--- src/rtl/mpu_collector_pkg.sv ---
// mpu_collector_pkg: sizes, element types and write record for the result collector.
package mpu_collector_pkg;
  localparam int M = 3;
  localparam int N = 3;
  localparam int MATRIX_REGISTERS = 8;
  localparam int MATRIX_REG_BITS = $clog2(MATRIX_REGISTERS) - 1;
  localparam int MBITS = $clog2(M + 1) - 1;
  localparam int NBITS = $clog2(N + 1) - 1;
  localparam int FP = 32;
  localparam int NUM_ELEMENTS_MAX = M * N;
  localparam int ELEM_BITS = $clog2(M * N + 1);
  typedef logic [FP-1:0] float_sp;
  typedef logic [MATRIX_REG_BITS:0] addr_t;
  typedef logic [MBITS:0] dim_m_t;
  typedef logic [NBITS:0] dim_n_t;
  typedef float_sp [NUM_ELEMENTS_MAX-1:0] matrix_t;
  typedef enum logic {COLLECTOR_IDLE, COLLECTOR_WRITE} collector_state_e;
  typedef struct packed {
    addr_t   addr;
    dim_m_t  m;
    dim_n_t  n;
    matrix_t matrix;
  } collector_write_s;
  function automatic logic [ELEM_BITS-1:0] elem_idx(dim_m_t r, dim_n_t c);
    return ELEM_BITS'(r) * ELEM_BITS'(N) + ELEM_BITS'(c);
  endfunction
endpackage

--- src/rtl/mpu_collector_if.sv ---
// mpu_collector_if: dispatcher/FMA inputs and register-file/controller outputs of the collector.
interface mpu_collector_if;
  import mpu_collector_pkg::*;
  logic    collect_start_in;
  addr_t   collect_dest_in;
  dim_m_t  collect_m_in;
  dim_n_t  collect_n_in;
  logic    result_valid_in;
  dim_m_t  result_row_in;
  dim_n_t  result_col_in;
  float_sp result_data_in;
  logic    result_error_in;
  logic    collector_ready_out;
  logic    reg_write_en_out;
  addr_t   reg_write_addr_out;
  matrix_t reg_write_matrix_out;
  dim_m_t  reg_write_m_out;
  dim_n_t  reg_write_n_out;
  logic    collect_done_out;
  logic    collect_error_out;
  modport slave (
    input  collect_start_in, collect_dest_in, collect_m_in, collect_n_in,
    input  result_valid_in, result_row_in, result_col_in, result_data_in, result_error_in,
    output collector_ready_out, reg_write_en_out, reg_write_addr_out, reg_write_matrix_out,
    output reg_write_m_out, reg_write_n_out, collect_done_out, collect_error_out
  );
  modport master (
    output collect_start_in, collect_dest_in, collect_m_in, collect_n_in,
    output result_valid_in, result_row_in, result_col_in, result_data_in, result_error_in,
    input  collector_ready_out, reg_write_en_out, reg_write_addr_out, reg_write_matrix_out,
    input  reg_write_m_out, reg_write_n_out, collect_done_out, collect_error_out
  );
endinterface

--- src/rtl/mpu_collector.sv ---
// mpu_collector: gathers out-of-order FMA results into a matrix and writes it to the register file in one cycle.
module mpu_collector
  import mpu_collector_pkg::*;
(
  input logic clk,
  input logic rst,
  mpu_collector_if.slave bus
);
  collector_state_e state_q, state_d;
  logic busy_q, busy_d, ready_q, ready_d, wen_q, wen_d, done_q, done_d;
  logic cerr_q, cerr_d, err_q, err_d, start_ok, hit;
  addr_t dest_q, dest_d;
  dim_m_t m_q, m_d;
  dim_n_t n_q, n_d;
  matrix_t mat_q, mat_d;
  logic [NUM_ELEMENTS_MAX-1:0] pres_q, pres_d;
  logic [ELEM_BITS-1:0] cnt_q, cnt_d, idx;
  collector_write_s wr_q, wr_d;
  always_comb begin
    state_d = state_q;
    busy_d = busy_q;
    dest_d = dest_q;
    m_d = m_q;
    n_d = n_q;
    mat_d = mat_q;
    pres_d = pres_q;
    cnt_d = cnt_q;
    err_d = err_q;
    wr_d = wr_q;
    wen_d = 1'b0;
    done_d = 1'b0;
    cerr_d = 1'b0;
    idx = elem_idx(bus.result_row_in, bus.result_col_in);
    start_ok = bus.collect_m_in != '0 && bus.collect_m_in <= dim_m_t'(M) &&
               bus.collect_n_in != '0 && bus.collect_n_in <= dim_n_t'(N);
    hit = bus.result_row_in < m_q && bus.result_col_in < n_q && !pres_q[idx];
    if (state_q == COLLECTOR_WRITE) begin
      state_d = COLLECTOR_IDLE;
    end else if (!busy_q && bus.collect_start_in) begin
      done_d = !start_ok;
      cerr_d = !start_ok;
      if (start_ok) begin
        busy_d = 1'b1;
        dest_d = bus.collect_dest_in;
        m_d = bus.collect_m_in;
        n_d = bus.collect_n_in;
        mat_d = '0;
        pres_d = '0;
        cnt_d = '0;
        err_d = 1'b0;
      end
    end else if (busy_q && bus.result_valid_in) begin
      err_d = err_q | (hit ? bus.result_error_in : 1'b1);
      if (hit) begin
        mat_d[idx] = bus.result_data_in;
        pres_d[idx] = 1'b1;
        cnt_d = cnt_q + 1'b1;
      end
      // The write record is built from the next-state buffer so the final element lands in it.
      if (cnt_d == ELEM_BITS'(m_q) * ELEM_BITS'(n_q)) begin
        state_d = COLLECTOR_WRITE;
        busy_d = 1'b0;
        wen_d = 1'b1;
        done_d = 1'b1;
        cerr_d = err_d;
        wr_d = '{addr: dest_q, m: m_q, n: n_q, matrix: mat_d};
      end
    end
    ready_d = state_d == COLLECTOR_IDLE && !busy_d;
  end
  always_ff @(posedge clk) begin
    if (rst) begin
      state_q <= COLLECTOR_IDLE;
      busy_q <= 1'b0;
      ready_q <= 1'b1;
      wen_q <= 1'b0;
      done_q <= 1'b0;
      cerr_q <= 1'b0;
      err_q <= 1'b0;
      dest_q <= '0;
      m_q <= '0;
      n_q <= '0;
      mat_q <= '0;
      pres_q <= '0;
      cnt_q <= '0;
      wr_q <= '0;
    end else begin
      state_q <= state_d;
      busy_q <= busy_d;
      ready_q <= ready_d;
      wen_q <= wen_d;
      done_q <= done_d;
      cerr_q <= cerr_d;
      err_q <= err_d;
      dest_q <= dest_d;
      m_q <= m_d;
      n_q <= n_d;
      mat_q <= mat_d;
      pres_q <= pres_d;
      cnt_q <= cnt_d;
      wr_q <= wr_d;
    end
  end
  assign bus.collector_ready_out = ready_q;
  assign bus.reg_write_en_out = wen_q;
  assign bus.reg_write_addr_out = wr_q.addr;
  assign bus.reg_write_matrix_out = wr_q.matrix;
  assign bus.reg_write_m_out = wr_q.m;
  assign bus.reg_write_n_out = wr_q.n;
  assign bus.collect_done_out = done_q;
  assign bus.collect_error_out = cerr_q;
endmodule

--- src/flat_wrapper.sv ---
// flat-port wrapper written by rule: the top's interface ports become plain ports
module mpu_collector_flat import mpu_collector_pkg::*;
  (clk, rst, bus_collect_start_in, bus_collect_dest_in, bus_collect_m_in, bus_collect_n_in, bus_result_valid_in, bus_result_row_in, bus_result_col_in, bus_result_data_in, bus_result_error_in, bus_collector_ready_out, bus_reg_write_en_out, bus_reg_write_addr_out, bus_reg_write_matrix_out, bus_reg_write_m_out, bus_reg_write_n_out, bus_collect_done_out, bus_collect_error_out);
  mpu_collector_if bus_i ();
  input logic clk;
  input logic rst;
  input wire logic [$bits(bus_i.collect_start_in)-1:0] bus_collect_start_in;
  input wire logic [$bits(bus_i.collect_dest_in)-1:0] bus_collect_dest_in;
  input wire logic [$bits(bus_i.collect_m_in)-1:0] bus_collect_m_in;
  input wire logic [$bits(bus_i.collect_n_in)-1:0] bus_collect_n_in;
  input wire logic [$bits(bus_i.result_valid_in)-1:0] bus_result_valid_in;
  input wire logic [$bits(bus_i.result_row_in)-1:0] bus_result_row_in;
  input wire logic [$bits(bus_i.result_col_in)-1:0] bus_result_col_in;
  input wire logic [$bits(bus_i.result_data_in)-1:0] bus_result_data_in;
  input wire logic [$bits(bus_i.result_error_in)-1:0] bus_result_error_in;
  output wire logic [$bits(bus_i.collector_ready_out)-1:0] bus_collector_ready_out;
  output wire logic [$bits(bus_i.reg_write_en_out)-1:0] bus_reg_write_en_out;
  output wire logic [$bits(bus_i.reg_write_addr_out)-1:0] bus_reg_write_addr_out;
  output wire logic [$bits(bus_i.reg_write_matrix_out)-1:0] bus_reg_write_matrix_out;
  output wire logic [$bits(bus_i.reg_write_m_out)-1:0] bus_reg_write_m_out;
  output wire logic [$bits(bus_i.reg_write_n_out)-1:0] bus_reg_write_n_out;
  output wire logic [$bits(bus_i.collect_done_out)-1:0] bus_collect_done_out;
  output wire logic [$bits(bus_i.collect_error_out)-1:0] bus_collect_error_out;
  assign bus_i.collect_start_in = bus_collect_start_in;
  assign bus_i.collect_dest_in = bus_collect_dest_in;
  assign bus_i.collect_m_in = bus_collect_m_in;
  assign bus_i.collect_n_in = bus_collect_n_in;
  assign bus_i.result_valid_in = bus_result_valid_in;
  assign bus_i.result_row_in = bus_result_row_in;
  assign bus_i.result_col_in = bus_result_col_in;
  assign bus_i.result_data_in = bus_result_data_in;
  assign bus_i.result_error_in = bus_result_error_in;
  assign bus_collector_ready_out = bus_i.collector_ready_out;
  assign bus_reg_write_en_out = bus_i.reg_write_en_out;
  assign bus_reg_write_addr_out = bus_i.reg_write_addr_out;
  assign bus_reg_write_matrix_out = bus_i.reg_write_matrix_out;
  assign bus_reg_write_m_out = bus_i.reg_write_m_out;
  assign bus_reg_write_n_out = bus_i.reg_write_n_out;
  assign bus_collect_done_out = bus_i.collect_done_out;
  assign bus_collect_error_out = bus_i.collect_error_out;
  mpu_collector u_core (.clk(clk), .rst(rst), .bus(bus_i));
endmodule
--- config.mk ---
export PLATFORM = sky130hd
export DESIGN_NAME = mpu_collector_flat
export DESIGN_NICKNAME = d
export VERILOG_FILES = /design/src/rtl/mpu_collector_pkg.sv /design/src/rtl/mpu_collector_if.sv /design/src/rtl/mpu_collector.sv /design/src/flat_wrapper.sv
export SDC_FILE = /design/constraint.sdc
export NUM_CORES = 1
export LEC_CHECK = 0
export ABC_AREA = 1
export ABC_CLOCK_PERIOD_IN_PS = 6800
export BUFFER_PORTS_ARGS = -buffer_cell sky130_fd_sc_hd__buf_2
export CAP_MARGIN = 5
export CORE_MARGIN = 4
export CORE_UTILIZATION = 33
export CTS_CLUSTER_DIAMETER = 80
export DETAILED_ROUTE_END_ITERATION = 10
export HOLD_SLACK_MARGIN = 0.12
export PLACE_DENSITY_LB_ADDON = 0.15
export SLEW_MARGIN = 20
export SYNTH_ARGS = -nofsm -noshare
export SYNTH_HDL_FRONTEND = slang
export SYNTH_SLANG_ARGS = --single-unit
--- constraint.sdc ---
create_clock -name clk -period 6.8 [get_ports clk]
set_input_delay 0 -clock clk [delete_from_list [all_inputs] [get_ports clk]]
set_output_delay 0 -clock clk [all_outputs]
set_load 0.005 [all_outputs]
==> flow_summary_export.csv <==
group,metric,value,unit
run_status,run_status,"complete, no violations",
sta,rsz0062_at_grt,"false",
synthesis,synthesis.nets,4138,
sta,skew,17.8,ps
pwr,power.internal,6.28,mW
cells_and_area,final_common_cell,"nand2_1",
pwr,power_frac_seq,0.441,
placement,gp_congestion,0.783,
cells_and_area,fin_nets,4348,
synthesis,netlist_instances,4080,
setup_path,crit_required,7290,ps
setup_path,ff2ff_setup_slack,2790,ps
routing,initialDrtViolationCount,1913,
setup_path,rr_worst_depth,17,
setup_path,max_stage_delay,770,ps
floorplanning,die_w,295,um
floorplanning,rows,105,
routing,wl_met3,5170,um
synthesis,synth_ff_type,"dfxtp_1",
clock_network,cts_setup_buffers,0,
floorplanning,initial_core_util,0.332,
floorplanning,ios,347,
clock_network,ctsRootBufferMaster,"clkbuf_16",
setup_path,cp-start-kind,"input pin",
synthesis,synth_top_area_cell,"dfxtp_1",
synthesis,ys_top_cells_by_area,"dfxtp_1 45%, nand2_1 16%, a21oi_1 11%",
routing,wl,89900,um
global_route,grt.overflow.total,0,
placement,io_buffers,346,
global_route,grt_pass1_wl,134000,um
clock_network,cts_buffers,73,
routing,drt-met1-wl,43500,um
setup_path,crit_arrival,5310,ps
global_route,first_global_vias,22029,
routing,remaining_drc_errors,0,
synthesis,synthArstFlopShare,0,
routing,antenna_left,0,
clock_network,cts-htree-levels,3,
sta,tns,0,ps
floorplanning,die_h,295,um
routing,via_per_inst,4.55,
pwr,irDropWorstVdd,0.140,mV
global_route,grt_use_total,0.200,
sta,finalMaxSlewViolations,0,
routing,routed-via-count,24652,
sta,tightest_slew,1060,ps
placement,place_hpwl,53500,um
routing,wl_per_cell,16.6,um
sta,setup_viol,0,
cells_and_area,layout_common_cells,"1137 x nand2_1, 618 x inv_1, 609 x dfxtp_1",
global_route,grt_max_degree,195,
cells_and_area,area_growth,17.8,%
setup_path,crit_path_max_fanout,41,
job,maxCapViolations,0,
sta,period_needed,4820,ps
routing,topRoutingLayerUsed,"met4",
clock_network,cts.reportedPaths.clkPinSlew,60,ps
synthesis,syn-cell-area,27200,sq um
pwr,p_sw,2.30,mW
sta,clock.fmax,0.208,GHz
synthesis,yosys_warnings,0,
cells_and_area,drive_gt1_frac,0.115,
clock_network,clockBufferDepth,3,
setup_path,crit_top_cell,"nand2_1",
sta,hold_viol_final,0,
pwr,design_power_total,8.57,mW
setup_path,crit_chain,"dlygate4sd3_1, buf_2, inv_1, fa_1, inv_1, ha_1, inv_1, fa_1, nand2_1, inv_2, nand2_2, nand3_4, nand2_1, nand2_1, nand2_1, nand2_1, nor2_2, nand3_4, inv_2, buf_4, nand2_1, nand2_1, inv_1",
synthesis,syn_avg_cell_area,6.67,sq um
synthesis,synth_edf_count,0,
floorplanning,die-area,87100,sq um
setup_path,crit_path_end_kind,"flip-flop",
routing,dr_wl_met2,39200,um
worst_hold_path,hold_depth,4,
setup_path,critical_path_class,"in -> reg",
floorplanning,core_area,81800,sq um
pwr,switching_share,0.268,
pwr,p_comb_frac,0.110,
clock_network,cts_resized,0,
worst_hold_path,hp-class,"in -> reg",
clock_network,clock_latency,610,ps
pwr,p_leak,14.5,nW
synthesis,ys_ff_latch,609,
synthesis,synthDistinctLibCells,30,
sta,slew-limit-headroom,0.287,
setup_path,crit_path_top_delay_cell,"inv_2",
synthesis,yosysSeqAreaShare,0.448,
global_route,antenna_found_initial,13,
pwr,clockPowerShare,0.449,
clock_network,cts_tree,"built",
sta,post-route-period-util,0.708,
routing,first_pass_iters,7,
clock_network,cts_sinks,609,
pwr,p_per_area,268,nW/um^2
synthesis,synth_top_area_share,0.448,
Yosys cell counts, types with 2 or more instances:
cell type     n
nand2_1    1137
inv_1       619
dfxtp_1     609
a21oi_1     595
nor2_1      544
o21bai_1    221
clkbuf_1    150
buf_2        76
clkinv_1     32
buf_1        20
nand3_1      16
ha_1          8
nand4_1       8
inv_2         7
o21ai_0       7
buf_4         5
nor3_4        5
nor2_2        3
fa_1          2
nand2_2       2
nand3b_1      2
nor3_1        2
nor3_2        2
o22ai_1       2
registers in the layout, indices dropped and copies added, names as in the netlist, 2 cells and up:
name	cells
u_core.bus.reg_write_m_out	2
u_core.pres_q	9
u_core.cnt_q	4
u_core.bus.reg_write_matrix_out	288
u_core.dest_q	3
u_core.n_q	2
u_core.bus.reg_write_n_out	2
u_core.mat_q	288
u_core.m_q	2
u_core.bus.reg_write_addr_out	3
layout make-up:
cell class                      instances  area, sq um
Fill cell                            8758        49800
Sequential cell                       609        12200
Inverter                              658         2480
Antenna cell                            3         7.51
Clock inverter                         16          145
Clock buffer                          113         2190
Timing Repair Buffer                  386         2160
Tap cell                             1070         1340
Multi-Input combinational cell       2562        11500
routing by layer:
metal | vias up | track usage
met3 | 109 | 0.0255
met5 | - | 0
met4 | 0 | 0.0540
met2 | 592 | 0.315
li1 | 12814 | -
met1 | 11137 | 0.288
worst max-delay path: cells and delay by family:
family,cells,cell delay [ps]
simple gates,11,1960
fa+ha+maj,3,1070
buf+inv,9,2240
stage by stage:
step	instance area [sq um]	util	setup WS [ps]	hold slack (ps)	instances
2_1_floorplan	27200	-	3700	155	4080
3_3_place_gp	29500	0.361	1860	265	5268
3_5_place_dp	29500	0.361	1810	260	5268
4_1_cts	32000	0.391	1910	154	5414
5_1_grt	32000	0.391	1400	223	5414
6_report	32000	0.391	1980	187	5417
cells by family (layout without fill, tap and decap cells):
family                     count (synthesis)  in the layout  synth area share
other                                      0              3                 0
adders and majority gates                 10             10           0.00515
and+or+nand+nor                         1725           1725             0.244
xor gates and xnor gates                   2              2          0.000644
AOI/OAI and AO/OA                        825            825             0.172
DFF                                      609            609             0.448
buffers and inverters                    909           1173             0.130
timing repair:
item | in CTS | in global routing
setup endpoints to repair | 0 | 0
endpoints found under the hold margin | 135 | 0
hold buffers | 17 | 0
power groups by stage:
stage	registers, mW	clock network, mW	logic [mW]
floorplan	3.84	0	0.578
global placement	3.86	0	0.944
detailed placement	3.86	0	0.948
CTS	3.78	3.97	0.960
global route	3.79	4.11	1.07
finish	3.78	3.85	0.943
final timing paths:
check,start,endpoint
worst max register to register,u_core.m_q[1]$_SDFFE_PP0P_,u_core.bus.reg_write_matrix_out[185]$_SDFFE_PP0P_
worst max-delay path,bus_result_row_in[1],u_core.bus.reg_write_matrix_out[185]$_SDFFE_PP0P_
worst min register to register,u_core.pres_q[4]$_SDFFE_PP0P_,u_core.pres_q[4]$_SDFFE_PP0P_
worst min-delay path,bus_collect_dest_in[2],u_core.dest_q[2]$_SDFFE_PP0P_
(Power assumes the default switching activity.)
